==> src/rtl/mem_boot_loader_pkg.sv <==
// Shared definitions for the UART memory boot loader.
// Holds the frame-parser state enum, the byte count of each frame field and
// the indices of the well-known target memories.
package mem_boot_loader_pkg;

    typedef enum logic [2:0] {
        StIdle,
        StTarget,
        StAddr,
        StLen,
        StData,
        StCsum,
        StDone,
        StErr
    } loader_state_e;

    // Byte counts of the frame fields: TARGET, ADDR, LEN and CSUM.
    localparam int unsigned TargetBytes = 1;
    localparam int unsigned AddrBytes   = 4;
    localparam int unsigned LenBytes    = 4;
    localparam int unsigned CsumBytes   = 1;

    // Target memory indices.
    localparam int unsigned IMEM = 0;
    localparam int unsigned DMEM = 1;

    // True while a frame is being received, i.e. the CPU must be held.
    function automatic logic frame_active(loader_state_e s);
        return (s == StTarget) || (s == StAddr) || (s == StLen) ||
               (s == StData) || (s == StCsum);
    endfunction

endpackage

==> src/rtl/loader_word_pack.sv <==
// Payload word packer for the boot loader.
// Steers each payload byte into its byte lane, accumulates the byte strobes
// and holds the resulting write until the memory accepts it.
//   clk_i, reset_i        : clock, synchronous active-high reset
//   clear_i               : drop any partial word and pending write (abort)
//   byte_valid_i          : a payload byte is accepted this cycle
//   byte_data_i/addr_i    : the byte and its byte address
//   byte_last_i           : the byte is the last of the payload
//   wready_i              : memory accepts the pending write
//   wr_valid_o            : a write is pending
//   wr_addr_o/data_o/strb_o : word address, data and byte enables of the write
module loader_word_pack #(
    parameter int unsigned DATA_WIDTH = 32,
    parameter int unsigned ADDR_WIDTH = 16
) (
    input  logic                                          clk_i,
    input  logic                                          reset_i,
    input  logic                                          clear_i,
    input  logic                                          byte_valid_i,
    input  logic [7:0]                                    byte_data_i,
    input  logic [ADDR_WIDTH-1:0]                         byte_addr_i,
    input  logic                                          byte_last_i,
    input  logic                                          wready_i,
    output logic                                          wr_valid_o,
    output logic [ADDR_WIDTH-$clog2(DATA_WIDTH/8)-1:0]    wr_addr_o,
    output logic [DATA_WIDTH-1:0]                         wr_data_o,
    output logic [DATA_WIDTH/8-1:0]                       wr_strb_o
);

    localparam int unsigned StrbW  = DATA_WIDTH / 8;
    localparam int unsigned LaneW  = $clog2(StrbW);
    localparam int unsigned WordAw = ADDR_WIDTH - LaneW;

    logic              pend_q, pend_d;
    logic [WordAw-1:0] addr_q, addr_d;
    logic [DATA_WIDTH-1:0] data_q, data_d;
    logic [StrbW-1:0]  strb_q, strb_d;
    logic [LaneW-1:0]  lane;

    assign lane = byte_addr_i[LaneW-1:0];

    always_comb begin
        pend_d = pend_q;
        addr_d = addr_q;
        data_d = data_q;
        strb_d = strb_q;

        // The accepted write leaves first, so a byte arriving in the same
        // cycle starts a fresh word.
        if (pend_q && wready_i) begin
            pend_d = 1'b0;
            data_d = '0;
            strb_d = '0;
        end

        if (byte_valid_i) begin
            data_d[{lane, 3'b000} +: 8] = byte_data_i;
            strb_d[lane]                = 1'b1;
            addr_d                      = byte_addr_i[ADDR_WIDTH-1:LaneW];
            // Flush on the top lane or the end of the payload.
            if ((&lane) || byte_last_i) begin
                pend_d = 1'b1;
            end
        end

        if (clear_i) begin
            pend_d = 1'b0;
            addr_d = '0;
            data_d = '0;
            strb_d = '0;
        end
    end

    always_ff @(posedge clk_i) begin
        if (reset_i) begin
            pend_q <= 1'b0;
            addr_q <= '0;
            data_q <= '0;
            strb_q <= '0;
        end else begin
            pend_q <= pend_d;
            addr_q <= addr_d;
            data_q <= data_d;
            strb_q <= strb_d;
        end
    end

    assign wr_valid_o = pend_q;
    assign wr_addr_o  = addr_q;
    assign wr_data_o  = data_q;
    assign wr_strb_o  = pend_q ? strb_q : '0;

endmodule

==> src/rtl/mem_boot_loader.sv <==
// UART boot loader: parses a load frame from a byte stream and writes its
// payload into one of NUM_MEM target memories while holding the CPU.
// Frame: TARGET(1) ADDR(4, LE) LEN(4, LE) PAYLOAD(LEN) CSUM(1); the 8-bit
// sum of every frame byte including CSUM must be zero.
//   clk, reset           : clock, synchronous active-high reset
//   load_en              : enable; dropping it aborts / acknowledges a frame
//   rx_data/valid/ready  : byte stream from the UART receiver
//   mem_we               : one-hot write strobe per target memory
//   mem_addr/wdata/wstrb : word address, data, byte enables
//   mem_wready           : memory accepts the write
//   cpu_hold             : frame in progress
//   done / error         : frame completed / rejected
module mem_boot_loader
    import mem_boot_loader_pkg::*;
#(
    parameter int unsigned DATA_WIDTH = 32,
    parameter int unsigned ADDR_WIDTH = 16,
    parameter int unsigned NUM_MEM    = 2
) (
    input  logic                                        clk,
    input  logic                                        reset,
    input  logic                                        load_en,
    input  logic [7:0]                                  rx_data,
    input  logic                                        rx_valid,
    output logic                                        rx_ready,
    output logic [NUM_MEM-1:0]                          mem_we,
    output logic [ADDR_WIDTH-$clog2(DATA_WIDTH/8)-1:0]  mem_addr,
    output logic [DATA_WIDTH-1:0]                       mem_wdata,
    output logic [DATA_WIDTH/8-1:0]                     mem_wstrb,
    input  logic                                        mem_wready,
    output logic                                        cpu_hold,
    output logic                                        done,
    output logic                                        error
);

    loader_state_e         state_q, state_d;
    logic [1:0]            cnt_q, cnt_d;
    logic [7:0]            target_q, target_d;
    logic [31:0]           addr_q, addr_d;
    // Collects LEN, then counts the payload bytes still to come.
    logic [31:0]           len_q, len_d;
    logic [ADDR_WIDTH-1:0] ptr_q, ptr_d;
    logic [7:0]            csum_q, csum_d;
    logic                  cpu_hold_q, cpu_hold_d;
    logic                  done_q, done_d;
    logic                  error_q, error_d;

    logic        wr_valid;
    logic        rx_fire;
    logic        pack_valid, pack_last, pack_clear;
    logic [7:0]  csum_next;
    logic [31:0] len_full;
    logic [32:0] frame_end;
    logic [32:0] mem_limit;

    assign rx_ready  = frame_active(state_q) && !(wr_valid && !mem_wready);
    assign rx_fire   = rx_valid && rx_ready;
    assign csum_next = csum_q + rx_data;
    // Complete LEN as seen while its last byte is on the bus.
    assign len_full  = {rx_data, len_q[23:0]};
    assign frame_end = {1'b0, addr_q} + {1'b0, len_full};
    assign mem_limit = 33'd1 << ADDR_WIDTH;

    always_comb begin
        state_d    = state_q;
        cnt_d      = cnt_q;
        target_d   = target_q;
        addr_d     = addr_q;
        len_d      = len_q;
        ptr_d      = ptr_q;
        csum_d     = csum_q;
        pack_valid = 1'b0;
        pack_last  = 1'b0;
        pack_clear = 1'b0;

        if (!load_en) begin
            state_d    = StIdle;
            cnt_d      = '0;
            csum_d     = '0;
            pack_clear = 1'b1;
        end else begin
            unique case (state_q)
                StIdle: begin
                    state_d = StTarget;
                    cnt_d   = '0;
                    csum_d  = '0;
                end
                StTarget: begin
                    if (rx_fire) begin
                        target_d = rx_data;
                        csum_d   = csum_next;
                        cnt_d    = '0;
                        state_d  = StAddr;
                    end
                end
                StAddr: begin
                    if (rx_fire) begin
                        addr_d[{cnt_q, 3'b000} +: 8] = rx_data;
                        csum_d = csum_next;
                        cnt_d  = cnt_q + 2'd1;
                        if (cnt_q == 2'(AddrBytes - 1)) begin
                            cnt_d   = '0;
                            state_d = StLen;
                        end
                    end
                end
                StLen: begin
                    if (rx_fire) begin
                        len_d[{cnt_q, 3'b000} +: 8] = rx_data;
                        csum_d = csum_next;
                        cnt_d  = cnt_q + 2'd1;
                        if (cnt_q == 2'(LenBytes - 1)) begin
                            cnt_d = '0;
                            ptr_d = addr_q[ADDR_WIDTH-1:0];
                            if ((target_q >= 8'(NUM_MEM)) || (frame_end > mem_limit)) begin
                                state_d = StErr;
                            end else if (len_full == 32'd0) begin
                                state_d = StCsum;
                            end else begin
                                state_d = StData;
                            end
                        end
                    end
                end
                StData: begin
                    if (rx_fire) begin
                        pack_valid = 1'b1;
                        pack_last  = (len_q == 32'd1);
                        csum_d     = csum_next;
                        len_d      = len_q - 32'd1;
                        ptr_d      = ptr_q + 1'b1;
                        if (len_q == 32'd1) begin
                            state_d = StCsum;
                        end
                    end
                end
                StCsum: begin
                    // rx_ready already waits for a stalled final write, so
                    // accepting CSUM implies the last write has completed.
                    if (rx_fire) begin
                        csum_d  = csum_next;
                        state_d = (csum_next == 8'd0) ? StDone : StErr;
                    end
                end
                StDone, StErr: begin
                end
                default: state_d = StIdle;
            endcase
        end

        cpu_hold_d = frame_active(state_d);
        done_d     = (state_d == StDone);
        error_d    = (state_d == StErr);
    end

    always_ff @(posedge clk) begin
        if (reset) begin
            state_q    <= StIdle;
            cnt_q      <= '0;
            target_q   <= '0;
            addr_q     <= '0;
            len_q      <= '0;
            ptr_q      <= '0;
            csum_q     <= '0;
            cpu_hold_q <= 1'b0;
            done_q     <= 1'b0;
            error_q    <= 1'b0;
        end else begin
            state_q    <= state_d;
            cnt_q      <= cnt_d;
            target_q   <= target_d;
            addr_q     <= addr_d;
            len_q      <= len_d;
            ptr_q      <= ptr_d;
            csum_q     <= csum_d;
            cpu_hold_q <= cpu_hold_d;
            done_q     <= done_d;
            error_q    <= error_d;
        end
    end

    loader_word_pack #(
        .DATA_WIDTH (DATA_WIDTH),
        .ADDR_WIDTH (ADDR_WIDTH)
    ) u_word_pack (
        .clk_i        (clk),
        .reset_i      (reset),
        .clear_i      (pack_clear),
        .byte_valid_i (pack_valid),
        .byte_data_i  (rx_data),
        .byte_addr_i  (ptr_q),
        .byte_last_i  (pack_last),
        .wready_i     (mem_wready),
        .wr_valid_o   (wr_valid),
        .wr_addr_o    (mem_addr),
        .wr_data_o    (mem_wdata),
        .wr_strb_o    (mem_wstrb)
    );

    // target_q is range-checked before any payload write can be issued.
    assign mem_we   = wr_valid ? (NUM_MEM'(1) << target_q) : '0;
    assign cpu_hold = cpu_hold_q;
    assign done     = done_q;
    assign error    = error_q;

endmodule

==> config.mk <==
export PLATFORM = sky130hd
export DESIGN_NAME = mem_boot_loader
export DESIGN_NICKNAME = d
export VERILOG_FILES = /design/src/rtl/mem_boot_loader_pkg.sv /design/src/rtl/loader_word_pack.sv /design/src/rtl/mem_boot_loader.sv
export SDC_FILE = /design/constraint.sdc
export NUM_CORES = 1
export LEC_CHECK = 0
export CAP_MARGIN = 20
export CORE_MARGIN = 4
export CORE_UTILIZATION = 54
export DETAILED_ROUTE_END_ITERATION = 16
export GPL_TIMING_DRIVEN = 0
export PLACE_DENSITY = 0.77
export SETUP_SLACK_MARGIN = 0.15
export SYNTH_ARGS = -nofsm -noshare
export SYNTH_HDL_FRONTEND = slang
export SYNTH_SLANG_ARGS = --single-unit
==> constraint.sdc <==
create_clock -name clk -period 3.55 [get_ports clk]
set_input_delay 0.8875 -clock clk [delete_from_list [all_inputs] [get_ports clk]]
set_output_delay 0.8875 -clock clk [all_outputs]
set_load 0.01 [all_outputs]
-- Word-level counts from Yosys, hierarchy flattened
Cells that the tools add are included.
- register bits: 155
- output and inout port bits: 56
- add/sub/neg operators: 7
- order comparisons: 4
- eq/ne operators: 20
- shift-type cells: 5
- multiplexer cells: 46
- bitwise logic cells: 2
- reduce and logical (&&, ||, !) cells: 33
- operator list (cell ; number):
    32-bit 2-to-1 mux ; 4
    32-bit bitwise mux ; 3
    32-bit case mux with 2 select lines ; 1
    8-bit by 7-bit variable shift with 32-bit output (first input constant) ; 2
    8-bit by 7-bit variable part select with 32-bit output ; 2
    16-bit 2-to-1 mux ; 3
    32-bit by 32-bit adder with 33-bit output ; 1
    33-bit by 17-bit > comparator with 1-bit output (second input constant) ; 1
    32-bit by 1-bit equality test with 1-bit output (second input constant) ; 1
    32-bit logical NOT ; 1
    16-bit case mux with 2 select lines ; 1
    32-bit by 1-bit subtractor with 32-bit output (second input constant) ; 1
    3-bit 2-to-1 mux ; 9
    3-bit equality test (second input constant) ; 6
    3-bit case mux with 6 select lines ; 1
    16-bit by 1-bit adder with 16-bit output (second input constant) ; 1
    8-bit case mux with 2 select lines ; 1
    5-bit negation with 7-bit output ; 2
    3-bit by 2-bit equality test with 1-bit output (second input constant) ; 4
    1-bit 2-to-1 mux ; 12
    4-bit 2-to-1 mux ; 3
    1-bit logical OR ; 10
    2-bit 2-to-1 mux ; 5
    3-bit AND reduction ; 3
    26 further kinds ; 39

-- Logic depth before layout (Yosys ltp)
- word-level depth: 15
- depth in mapped cells: 14
- mapped depth without buffers: 14

-- Modules after synthesis
From an unflattened synthesis, not the netlist that was laid out.
- cell total of the unflattened synthesis: 1275
- area, all modules: 9771.9 sq um
- modules (own cells, without submodules) (module ; times used ; cells an instance ; area each (sq um)):
    mem_boot_loader ; 1 ; 1096 ; 7832.5
    loader_word_pack ; 1 ; 179 ; 1939.4

-- Worst setup path before layout
Ideal clock, no wire load.
- kind: input-to-reg
- from: in rx_data[5]
- to: reg done_q, in the netlist done
- setup time: 0.116 ns
- arrival time: 3.387 ns
- data required time: 3.434 ns
- path slack: 0.047 ns
- stages: 12
- path buffers: 1
- path through: ha_1 buf_2 o21ai_0 a2111oi_0 nand4_1 or4_1 a311oi_1 nand3_1 nor4_1 and4b_1 a41o_1 and3b_1
- word-level cells in the longest chain between the ends: 9
- RTL lines (element ; RTL line ; RTL):
    start: declaration ; mem_boot_loader.sv:23 ; input logic [7:0] rx_data,
    32-bit by 32-bit adder with 33-bit output ; mem_boot_loader.sv:61 ; assign frame_end = {1'b0, addr_q} + {1'b0, len_full};
    33-bit by 17-bit > comparator with 1-bit output ; mem_boot_loader.sv:115 ; if ((target_q >= 8'(NUM_MEM)) || (frame_end > mem_limit)) begin
    1-bit logical OR ; mem_boot_loader.sv:115 ;
    2-bit 2-to-1 mux ; mem_boot_loader.sv:115 ;
    3-bit 2-to-1 mux ; mem_boot_loader.sv:112 ; if (cnt_q == 2'(LenBytes - 1)) begin
    3-bit 2-to-1 mux ; mem_boot_loader.sv:108 ; if (rx_fire) begin
    3-bit case mux with 6 select lines (*) ; mem_boot_loader.sv:82 ; unique case (state_q)
    3-bit 2-to-1 mux (*) ; mem_boot_loader.sv:76 ; if (!load_en) begin
    3-bit equality test (*) ; mem_boot_loader.sv:152 ; done_d = (state_d == StDone);
    end signal: assignment ; mem_boot_loader.sv:177 ; done_q <= done_d;
    end: declaration ; mem_boot_loader.sv:45 ; logic done_q, done_d;
Mark *: on every way between the ends. The rest lies on a longest branch, timed or not.
A chain may end at the register's enable or synchronous reset.

-- Final worst setup path
- from: in rx_data[0]
- to: reg error_q, in the netlist error
- word-level cells in the longest chain between the ends: 9
- RTL lines (element ; RTL line ; RTL):
    32-bit by 32-bit adder with 33-bit output ; mem_boot_loader.sv:61 ;
    33-bit by 17-bit > comparator with 1-bit output ; mem_boot_loader.sv:115 ;
    1-bit logical OR ; mem_boot_loader.sv:115 ;
    2-bit 2-to-1 mux ; mem_boot_loader.sv:115 ;
    3-bit 2-to-1 mux ; mem_boot_loader.sv:112 ;
    3-bit 2-to-1 mux ; mem_boot_loader.sv:108 ;
    3-bit case mux with 6 select lines (*) ; mem_boot_loader.sv:82 ;
    3-bit 2-to-1 mux (*) ; mem_boot_loader.sv:76 ;
    3-bit equality test (*) ; mem_boot_loader.sv:153 ; error_d = (state_d == StErr);
    end signal: assignment ; mem_boot_loader.sv:178 ; error_q <= error_d;
    end: declaration ; mem_boot_loader.sv:46 ; logic error_q, error_d;
Marked as above.

==> run summary <==
Status: finished, violations left
Violated checks: setup timing
Clock Path Buffers: 2
Final hold vios: 0
GPL Wtd Cong: 0.984
Flop-to-flop setup slack: -0.06 ns
Worst endpoint required time: 3.86 ns
Seq pwr share: 43.2%
Slew @ Worst Pin: 1.07 ns
Die height: 139 um
Share of cells above drive strength 1: 10.3%
Initial Util: 55.7%
Final worst slack: -0.0734 ns
Num rows: 47
Placed insts: 1,518
Register bit total from synthesis: 155
Cell Int Power: 0.00314 W
Initial drt markers: 1,291
CTS Sinks: 155
Power Dens Cells: 352 mW/mm^2
Synth area leaders: dfxtp_1 33%, ha_1 7.1%, a21oi_1 7.1%
Logic pwr share: 5.1%
Port Buffers: 67
Root Driver: clkbuf_16
Drt drc: 0
Setup CP Type: input port to flop
CTS Buf Count: 17
MaxCap Viol Count: 0
DRT Wirelength: 31.3 mm
Clock network power share: 51.7%
Drt pass-1 iters: 6
Gr usage total: 31.2%
Clk_lat worst skew: 0.43 ns
DR vias/cell: 6.42
# fillers: 1,403
Setup WS pre-CTS: -1.52 ns
Vias: 10.0k
P&R area growth vs syn: 23.0%
Library cells used by synthesis: 73
Nets@finish: 1,399
Syn Nets: 1,299
Synth area leader: dfxtp_1
Post-synth top area share: 33.3%
Number of H-tree levels: 4
Drt wl/cell: 20.0 um
I/O pin total: 69
CTS Hold Bufs: 0
Hold Path Class: flop to flop
Worst-path maximum fanout: 9
Syn Area/Cell: 7.58 sq um
Max frequency: 0.276 GHz
Number of global-route vias before repair: 9,252
N_diodes: 0
Ys async rst share: 0%
Initial antenna violation count: 0
Clock slew at reported path FFs: 0.06 ns
Final setup fails: 3
HPWL after DPL: 22.0 mm
First-pass GRT wire length: 49.5 mm
Core Box Area: 0.0168 sq mm
Die X: 139 um
Syn Inst Count: 1,231
Max_slew headroom: 28.2%
Peak supply drop: 0.000344 V
CP Capture Type: flop
Post-Syn Area: 0.00933 sq mm
Synth Flop Type: dfxtp_1
Number of nets with antenna violations after routing: 0
Number of synthesized flops with an enable pin: 0
Register area share after synthesis: 33.3%
Lkg Pwr: 4.14 nW
Sw Pwr: 0.000900 W
Global route total overflow: 0
Largest net degree at the start of global routing: 17
Sw Share: 22.3%
Final min period: 3.62 ns
Die area: 0.0194 sq mm
Finished Layout Cells: 1,564
Worst clock skew: 0.00830 ns
Fin util: 68.5%
RSZ-0062 raised after global routing: yes
Final period utilization: 102%
WP data arrival: 3.94 ns
CTS tree: built
Slew Viols, Final: 0
Startpoint Class: input port
Syn. warnings: 0
## metal layers
metal	part of all wire [%]	vias to the layer above	track usage, %	routed length, um
met3	9.8	88	5.87	3070
met2	45	587	48.2	14000
met4	3.3	0	12.8	1050
met1	42	4665	43.0	13100
li1	-	4707	-	-
met5	0	-	0	0
## worst max-delay path, cell delays in order
cell and delay [ns]:
clkdlybuf4s15_2 0.30, ha_1 0.33, clkbuf_2 0.24, nand2_2 0.11
o21ai_1 0.29, nor2_1 0.09, and2_1 0.16, a221oi_1 0.29
o21ai_0 0.21, nand3_1 0.16, nor4_4 0.06, and4b_2 0.30
a41o_1 0.25, nor4_1 0.25
## cells in the mapped netlist (4+ instances only)
cell type	instances
nand2_1	159
nor2_1	158
dfxtp_1	155
a21oi_1	132
o21ai_0	81
a22oi_1	71
clkbuf_1	64
ha_1	53
nand3_1	42
and3_1	20
and2_1	19
inv_1	19
nand4_1	19
a211oi_1	16
nor4_1	16
nor3_1	15
xnor2_1	14
a21o_1	12
mux2i_1	11
nand2b_1	11
xor2_1	10
a22o_1	9
nor2b_1	9
a311oi_1	6
nor3b_1	6
a31oi_1	5
buf_2	5
o21a_1	5
o22ai_1	5
a211o_1	4
a32o_1	4
o21ai_1	4
o21bai_1	4
o31ai_1	4
or4_1	4
## what timing repair did
action                     CTS  global route
pin swaps                   22            21
hold endpoints to repair     0             0
gates resized for setup     83            38
setup buffers                9             5
setup endpoints to repair   65            61
## sequential cells by signal, indices dropped and copies added (netlist names)
name / count
target_q: 8
cpu_hold: 1
error: 1
ptr_q: 16
u_word_pack.wr_data_o: 32
u_word_pack.wr_addr_o: 14
addr_q: 32
csum_q: 8
u_word_pack.wr_valid_o: 1
done: 1
cnt_q: 2
len_q: 32
u_word_pack.strb_q: 4
state_q: 3
## cells by family after synthesis
family / Yosys count / share of synthesized area, %
adders and majority gates: 55 / 7.54
DFF: 155 / 33.3
buffers and inverters: 91 / 3.73
muxes: 11 / 1.18
xor gates and xnor gates: 24 / 2.25
and+or+nand+nor: 497 / 24.7
AOI/OAI and AO/OA: 398 / 27.3
## per-stage QoR
| step | total power [W] | setup TNS, ns | instance area, sq um | hold slack, ns |
|---|---|---|---|---|
| 5_1_grt | 0.00415 | -0.467 | 11500 | 0.475 |
| 3_3_place_gp | 0.00197 | -45.95 | 10400 | 0.439 |
| 6_report | 0.00404 | -0.138 | 11500 | 0.454 |
| 2_1_floorplan | 0.00189 | 0 | 9450 | 0.432 |
| 3_5_place_dp | 0.00197 | -41.41 | 10400 | 0.445 |
| 4_1_cts | 0.00404 | -0.0381 | 11300 | 0.454 |
## layout make-up
| class | instances | area, sq um | share of cell area [%] |
|---|---|---|---|
| well taps | 220 | 275 | 2.40 |
| clock inverters | 14 | 238 | 2.07 |
| multi-input cells | 985 | 6250 | 54.4 |
| clock buffers | 18 | 439 | 3.83 |
| inverters | 19 | 71.3 | 0.622 |
| repair buffers | 81 | 762 | 6.64 |
| flip-flops and latches | 155 | 3110 | 27.1 |
| plain buffers | 72 | 329 | 2.87 |
## power groups by stage
stage | Sequential [W] | Combinational (W) | Clock, W
6_report | 0.00174 | 0.000207 | 0.00209
5_1_grt | 0.00174 | 0.000217 | 0.00219
4_1_cts | 0.00174 | 0.000196 | 0.00210
3_5_place_dp | 0.00178 | 0.000191 | 0
3_3_place_gp | 0.00178 | 0.000190 | 0
2_1_floorplan | 0.00178 | 0.000108 | 0
## cell usage in the layout (no fill, tap or decap), types with 5 or more instances in the layout
cell	Yosys	final
nand2_1	159	158
nor2_1	158	154
dfxtp_1	155	149
a21oi_1	132	120
o21ai_0	81	75
a22oi_1	71	71
clkdlybuf4s50_1	0	59
clkbuf_1	64	54
ha_1	53	45
nand3_1	42	42
inv_1	19	19
and2_1	19	19
and3_1	20	19
nand4_1	19	19
buf_4	0	17
clkbuf_16	0	17
a211oi_1	16	16
nor3_1	15	14
xnor2_1	14	14
a21o_1	12	12
nor4_1	16	12
nand2b_1	11	11
xor2_1	10	10
a21oi_2	0	10
mux2i_1	11	10
nor2b_1	9	9
a22o_1	9	9
o21ai_1	4	8
clkbuf_2	0	6
ha_4	0	6
bufinv_16	0	6
nor3b_1	6	5
o22ai_1	5	5
dfxtp_2	0	5
## path summary, 6_finish.rpt
check	from	endpoint	cells after the start
hold reg to reg	u_word_pack.wr_addr_o[4]$_SDFFE_PP0P_	u_word_pack.wr_addr_o[4]$_SDFFE_PP0P_	2
setup / recovery	rx_data[0]	error$_SDFF_PP0_	14
setup reg to reg	len_q[0]$_SDFFE_PP0P_	done$_SDFF_PP0_	12
hold / removal	u_word_pack.wr_addr_o[4]$_SDFFE_PP0P_	u_word_pack.wr_addr_o[4]$_SDFFE_PP0P_	2
Power figures use the tool's default switching activity.
